$ cat config.mk
export PLATFORM = sky130hd
export DESIGN_NAME = fir_coeff_loader
export DESIGN_NICKNAME = d
export VERILOG_FILES = /design/src/rtl/fir_coeff_loader.sv
export SDC_FILE = /design/constraint.sdc
export NUM_CORES = 1
export LEC_CHECK = 0
export CAP_MARGIN = 40
export CORE_MARGIN = 5
export CORE_UTILIZATION = 25
export CTS_BUF_LIST = sky130_fd_sc_hd__clkbuf_16
export DETAILED_ROUTE_END_ITERATION = 8
export PLACE_DENSITY = 0.46
export SYNTH_ARGS = -nofsm -noshare
export SYNTH_HDL_FRONTEND = slang
export SYNTH_SLANG_ARGS = --single-unit
$ cat constraint.sdc
create_clock -name clk -period 2.2 [get_ports clk]
set_input_delay 0.22 -clock clk [delete_from_list [all_inputs] [get_ports clk]]
set_output_delay 0.22 -clock clk [all_outputs]
set_load 0.05 [all_outputs]
$ cat src/rtl/fir_coeff_loader.sv
// fir_coeff_loader
// Accepts NUM_TAPS coefficients from an upstream valid/ready stream and
// replays each one, one cycle later, as a write strobe (coeff_update,
// coeff_sel, new_coeff) into a filter's coefficient bank.
// A load is started with start. It ends with a one-cycle done pulse, or
// with abort, or with a sticky error after TIMEOUT idle input cycles.
// Optional feature: define COEFF_CHECKSUM_EN to add a checksum[15:0] output.
// That output holds the modulo-2^16 sum of the coefficients accepted in the
// current load.
// dbg_state exposes the FSM state encoding
// (0 = IDLE, 1 = LOAD, 2 = DONE, 3 = ERR).
module fir_coeff_loader #(
    parameter int NUM_TAPS = 41,
    parameter int TIMEOUT  = 255
) (
    input  logic        clk,
    input  logic        reset,
    input  logic        start,
    input  logic        abort,
    input  logic        in_valid,
    input  logic [15:0] in_coeff,
    output logic        in_ready,
    output logic        coeff_update,
    output logic [5:0]  coeff_sel,
    output logic [15:0] new_coeff,
    output logic        busy,
    output logic        done,
    output logic        error,
`ifdef COEFF_CHECKSUM_EN
    output logic [15:0] checksum,
`endif
    output logic [1:0]  dbg_state
);

    // Timer wide enough to hold TIMEOUT.
    localparam int TW = (TIMEOUT < 2) ? 1 : $clog2(TIMEOUT + 1);
    localparam logic [5:0]    LAST_IDX     = 6'(NUM_TAPS - 1);
    localparam logic [TW-1:0] TIMER_EXPIRE = TW'(TIMEOUT - 1);

    typedef enum logic [1:0] {
        S_IDLE = 2'd0,
        S_LOAD = 2'd1,
        S_DONE = 2'd2,
        S_ERR  = 2'd3
    } state_t;

    state_t        state_q, state_d;
    logic [5:0]    index_q, index_d;
    logic [TW-1:0] timer_q, timer_d;
    logic          coeff_update_q, coeff_update_d;
    logic [5:0]    coeff_sel_q, coeff_sel_d;
    logic [15:0]   new_coeff_q, new_coeff_d;
    logic          handshake;

    // Handshake: in_valid and in_ready are both high on a rising edge.
    // in_ready depends only on state, never on in_valid.
    // Upstream holds in_coeff stable while in_valid is high and not yet
    // accepted.
    assign handshake = (state_q == S_LOAD) && in_valid;

    // Next-state, tap index, idle timer and write-strobe computation.
    always_comb begin
        state_d        = state_q;
        index_d        = index_q;
        timer_d        = timer_q;
        coeff_update_d = 1'b0;
        coeff_sel_d    = coeff_sel_q;
        new_coeff_d    = new_coeff_q;
        case (state_q)
            S_IDLE: begin
                if (start) begin
                    state_d = S_LOAD;
                    index_d = '0;
                    timer_d = '0;
                end
            end
            S_LOAD: begin
                if (handshake) begin
                    coeff_update_d = 1'b1;
                    coeff_sel_d    = index_q;
                    new_coeff_d    = in_coeff;
                    timer_d        = '0;
                    if (index_q == LAST_IDX) begin
                        state_d = S_DONE;
                    end else begin
                        index_d = index_q + 6'd1;
                    end
                end else if (timer_q == TIMER_EXPIRE) begin
                    state_d = S_ERR;
                end else begin
                    timer_d = timer_q + TW'(1);
                end
                // An abort wins over completion and timeout.
                // A write for a handshake taken in this same cycle still
                // goes out.
                if (abort) begin
                    state_d = S_IDLE;
                end
            end
            S_DONE: begin
                state_d = S_IDLE;
            end
            S_ERR: begin
                if (start) begin
                    state_d = S_LOAD;
                    index_d = '0;
                    timer_d = '0;
                end
            end
            default: begin
                state_d = S_IDLE;
            end
        endcase
    end

    // State and datapath registers; reset drops any pending write.
    always_ff @(posedge clk) begin
        if (reset) begin
            state_q        <= S_IDLE;
            index_q        <= '0;
            timer_q        <= '0;
            coeff_update_q <= 1'b0;
            coeff_sel_q    <= '0;
            new_coeff_q    <= '0;
        end else begin
            state_q        <= state_d;
            index_q        <= index_d;
            timer_q        <= timer_d;
            coeff_update_q <= coeff_update_d;
            coeff_sel_q    <= coeff_sel_d;
            new_coeff_q    <= new_coeff_d;
        end
    end

`ifdef COEFF_CHECKSUM_EN
    logic [15:0] checksum_q, checksum_d;

    // Running sum of accepted coefficients, restarted by every load start.
    always_comb begin
        checksum_d = checksum_q;
        if (((state_q == S_IDLE) || (state_q == S_ERR)) && start) begin
            checksum_d = '0;
        end else if (handshake) begin
            checksum_d = checksum_q + in_coeff;
        end
    end

    // Checksum register; it moves in the same cycle as coeff_update.
    always_ff @(posedge clk) begin
        if (reset) begin
            checksum_q <= '0;
        end else begin
            checksum_q <= checksum_d;
        end
    end

    assign checksum = checksum_q;
`endif

    assign in_ready     = (state_q == S_LOAD);
    assign busy         = (state_q == S_LOAD);
    assign done         = (state_q == S_DONE);
    assign error        = (state_q == S_ERR);
    assign coeff_update = coeff_update_q;
    assign coeff_sel    = coeff_sel_q;
    assign new_coeff    = new_coeff_q;
    assign dbg_state    = state_q;

endmodule

==> metrics.md <==
| Metric | Value |
|---|---|
| Crit Path Category | `flip-flop to output port` |
| Die W | `92.9 µm` |
| Slew Limit Fails | `0` |
| I/O Buffers | `49` |
| Period utilization | `95.4%` |
| Clk pwr share | `34.2%` |
| Starting density of the core | `25.4%` |
| Sequential share of power | `around a third` |
| Combinational Power Share | `32.3%` |
| WP data required | `1.98 ns` |
| Number of global-route vias before repair | `roughly 1400` |
| Worst-path clk slew | `0.06 ns` |
| Ys async rst share | `0%` |
| H-tree depth | `2` |
| Ratio of cells with drive above 1 in the final layout | `between 8 and 9%` |
| # IOs | `50` |
| Leak Pwr | `0.000895 µW` |
| Antenna cells | `0` |
| First-pass GRT wire length | `slightly above 7000 µm` |
| # setup viols final | `0` |
| Total power | `2420 µW` |
| Slew headroom | `~64%` |
| Dpl hpwl | `3110 µm` |
| Final Instance Area | `2470 µm²` |
| Drt wl/cell | `12.9 µm` |
| Syn-to-layout area delta | `43.9%` |
| CTS tree | `yes` |
| DRC | `0` |
| Worst VDD drop | `between 0.3 and 0.4 mV` |
| RSZ-0062 raised after global routing | `no` |
| Nets | `290` |
| Least-Margin Pin Slew | `0.537 ns` |
| Skew final | `~0.0056 ns` |
| Post-route ant nets | `0` |
| PostCTS Resize Cnt | `0` |
| Hold buffers post-CTS | `0` |
| Crit end category | `output port` |
| Clock sinks | `39` |
| Status | `finished, final reports clean` |
| Die Ht | `92.9 µm` |
| RD Place Congestion | `slightly below 0.8` |
| Max_cap viols | `0` |
| Cells after synthesis | `roughly 210` |
| Root Driver | `clkbuf_16` |
| Worst hold slack | `0.453 ns` |
| Clock Tree Buf Depth | `2` |
| Initial antenna violation count | `0` |
| Largest net degree at the start of global routing | `24` |
| Cell Area, Synth | `between 1500 and 2000 µm²` |
| Pwr dens | `slightly below 1000 nW/µm²` |
| Setup TNS | `0 ns` |
| Period minus WS final | `2.10 ns` |
| GRT Overall Usage | `between 10% and 20%` |
| Die area | `8640 µm²` |
| Routed wire length | `approximately 4400 µm` |
| Internal power | `1570 µW` |
| Row cnt | `30` |
| Fmax | `476 MHz` |
| Synthesized net count | `240` |
| Switching share of power | `34.8%` |
| Vias | `roughly 1500` |
| Fillers | `715` |
| Worst setup SP type | `flip-flop` |
| Worst min path class | `flip-flop to flip-flop` |
| Seq/Total Area, Yosys | `45.4%` |
| Footprint of the multi-input gates | `851 µm²` |
| Register Area | `slightly below 800 µm²` |
| Initial DRC Count | `39` |
| Register bit total from synthesis | `39` |
| Top_reg_cell synth | `dfxtp_1` |
| Syn_area_per_cell | `8.11 µm²` |
| Worst skew pair latency | `approximately 0.27 ns` |
| Core ar. | `6760 µm²` |
| CP Max Fanout | `8` |
| Pre-antenna DRT Iters | `4` |
| Synth Warn # | `0` |
| Postcts setup bufs | `0` |
| Switch Pwr | `841 µW` |
| Crit path DAT | `between 1.5 and 2 ns` |
| Congestion Overflow GR | `0` |
| TritonCTS Buffers | `5` |
| Final Hold Vio Count | `0` |
| Placed inst area | `approximately 2300 µm²` |
| Vias per cell | `approximately 4.5` |
| Post-synth EDFFs | `0` |
| Post-synth cell types | `34` |
-- sequential cells by signal (all words and copies together), names as in the netlist --
register	flops
dbg_state	2
new_coeff	16
coeff_sel	6
index_q	6
timer_q	8
coeff_update	1
-- cells in the final DEF, fill, tap and decap left out, types with 2 or more instances in the layout --
| cell | netlist | layout |
|---|---|---|
| ha_1 | 7 | 7 |
| nor2_1 | 13 | 13 |
| a21oi_1 | 32 | 32 |
| nand3_1 | 7 | 7 |
| nor3_1 | 3 | 3 |
| or4b_1 | 2 | 2 |
| inv_1 | 8 | 8 |
| nand2_1 | 55 | 55 |
| buf_4 | 2 | 5 |
| nand4_1 | 2 | 2 |
| dfxtp_1 | 39 | 37 |
| a31oi_1 | 3 | 3 |
| nand2b_1 | 2 | 2 |
| o21ai_0 | 5 | 5 |
| clkdlybuf4s50_1 | 0 | 47 |
| or4_1 | 3 | 3 |
| clkbuf_16 | 0 | 5 |
| xor2_1 | 5 | 5 |
| dfxtp_2 | 0 | 2 |
-- worst paths after layout --
check	from	to	slack [ns]	cells past startpoint
worst min-delay path	new_coeff[7]$_SDFFE_PP0P_	new_coeff[7]$_SDFFE_PP0P_	0.45	2
worst min register to register	new_coeff[7]$_SDFFE_PP0P_	new_coeff[7]$_SDFFE_PP0P_	0.45	2
worst max-delay path	dbg_state[1]$_SDFFE_PP0P_	busy	0.10	3
worst max register to register	dbg_state[0]$_SDFFE_PP0P_	index_q[2]$_SDFFE_PP0P_	0.28	7
-- Yosys cell counts, drive strengths merged, types with 2 or more instances --
master,count,share of area (%)
xor2,5,2.5
clkbuf,7,1.5
inv,8,1.7
nand3,7,2.0
dfxtp,39,45
nand2b,2,0.73
nor3,3,0.87
a21oi,33,9.8
nand2,55,12
a31oi,3,1.1
buf,4,1.8
nand4,2,0.73
ha,7,5.1
nor2,14,4.0
o21ai,6,2.0
or4b,2,1.2
or4,3,1.3
-- cell families (layout without fill, tap and decap cells) --
kind of cell | count (synthesis) | in the layout | share of synthesized area (%)
multiplexers | 1 | 1 | 0.582
flip-flops | 39 | 39 | 45.4
XOR/XNOR | 6 | 6 | 3.06
buffers and inverters | 19 | 70 | 5.09
AO/OA/AOI/OAI | 44 | 44 | 13.9
adder cells (fa/ha/maj) | 7 | 7 | 5.09
AND/OR/NAND/NOR | 96 | 96 | 26.9
-- routing by layer --
layer | share of wire (%) | routed length [µm] | GRT usage, %
met5 | 0 | 0 | 0
met2 | 50 | 2240 | 17.5
met3 | 3.9 | 175 | 3.49
met4 | 0.88 | 39 | 2.56
met1 | 45 | 1980 | 12.6
-- through the flow --
step           worst slack (ns)  util [%]  instances
6_report                  0.101      36.6        343
5_1_grt                0.000671      36.6        343
4_1_cts                  0.0837      36.6        343
3_5_place_dp              0.211      34.1        335
3_3_place_gp              0.249      34.1        335
2_1_floorplan            0.0936         -        212
-- worst max-delay path, stage by stage (launching register included) --
cell and delay (ns):
dfxtp_2 0.34, inv_1 0.07, ha_1 0.33, clkdlybuf4s50_1 0.86
-- power groups by stage --
stage	combinational (µW)	clock [µW]	sequential, µW
finish	781	826	809
global route	853	880	818
CTS	796	855	809
detailed placement	793	0	824
global placement	795	0	822
floorplan	404	0	969
-- layout make-up --
cell class	instances	share of cell area [%]
Clock inverter	3	1.77
Timing Repair Buffer	54	21.9
Tap cell	80	4.05
Multi-Input combinational cell	154	34.4
Sequential cell	39	31.7
Clock buffer	5	5.06
Inverter	8	1.21
(Power assumes the default switching activity.)
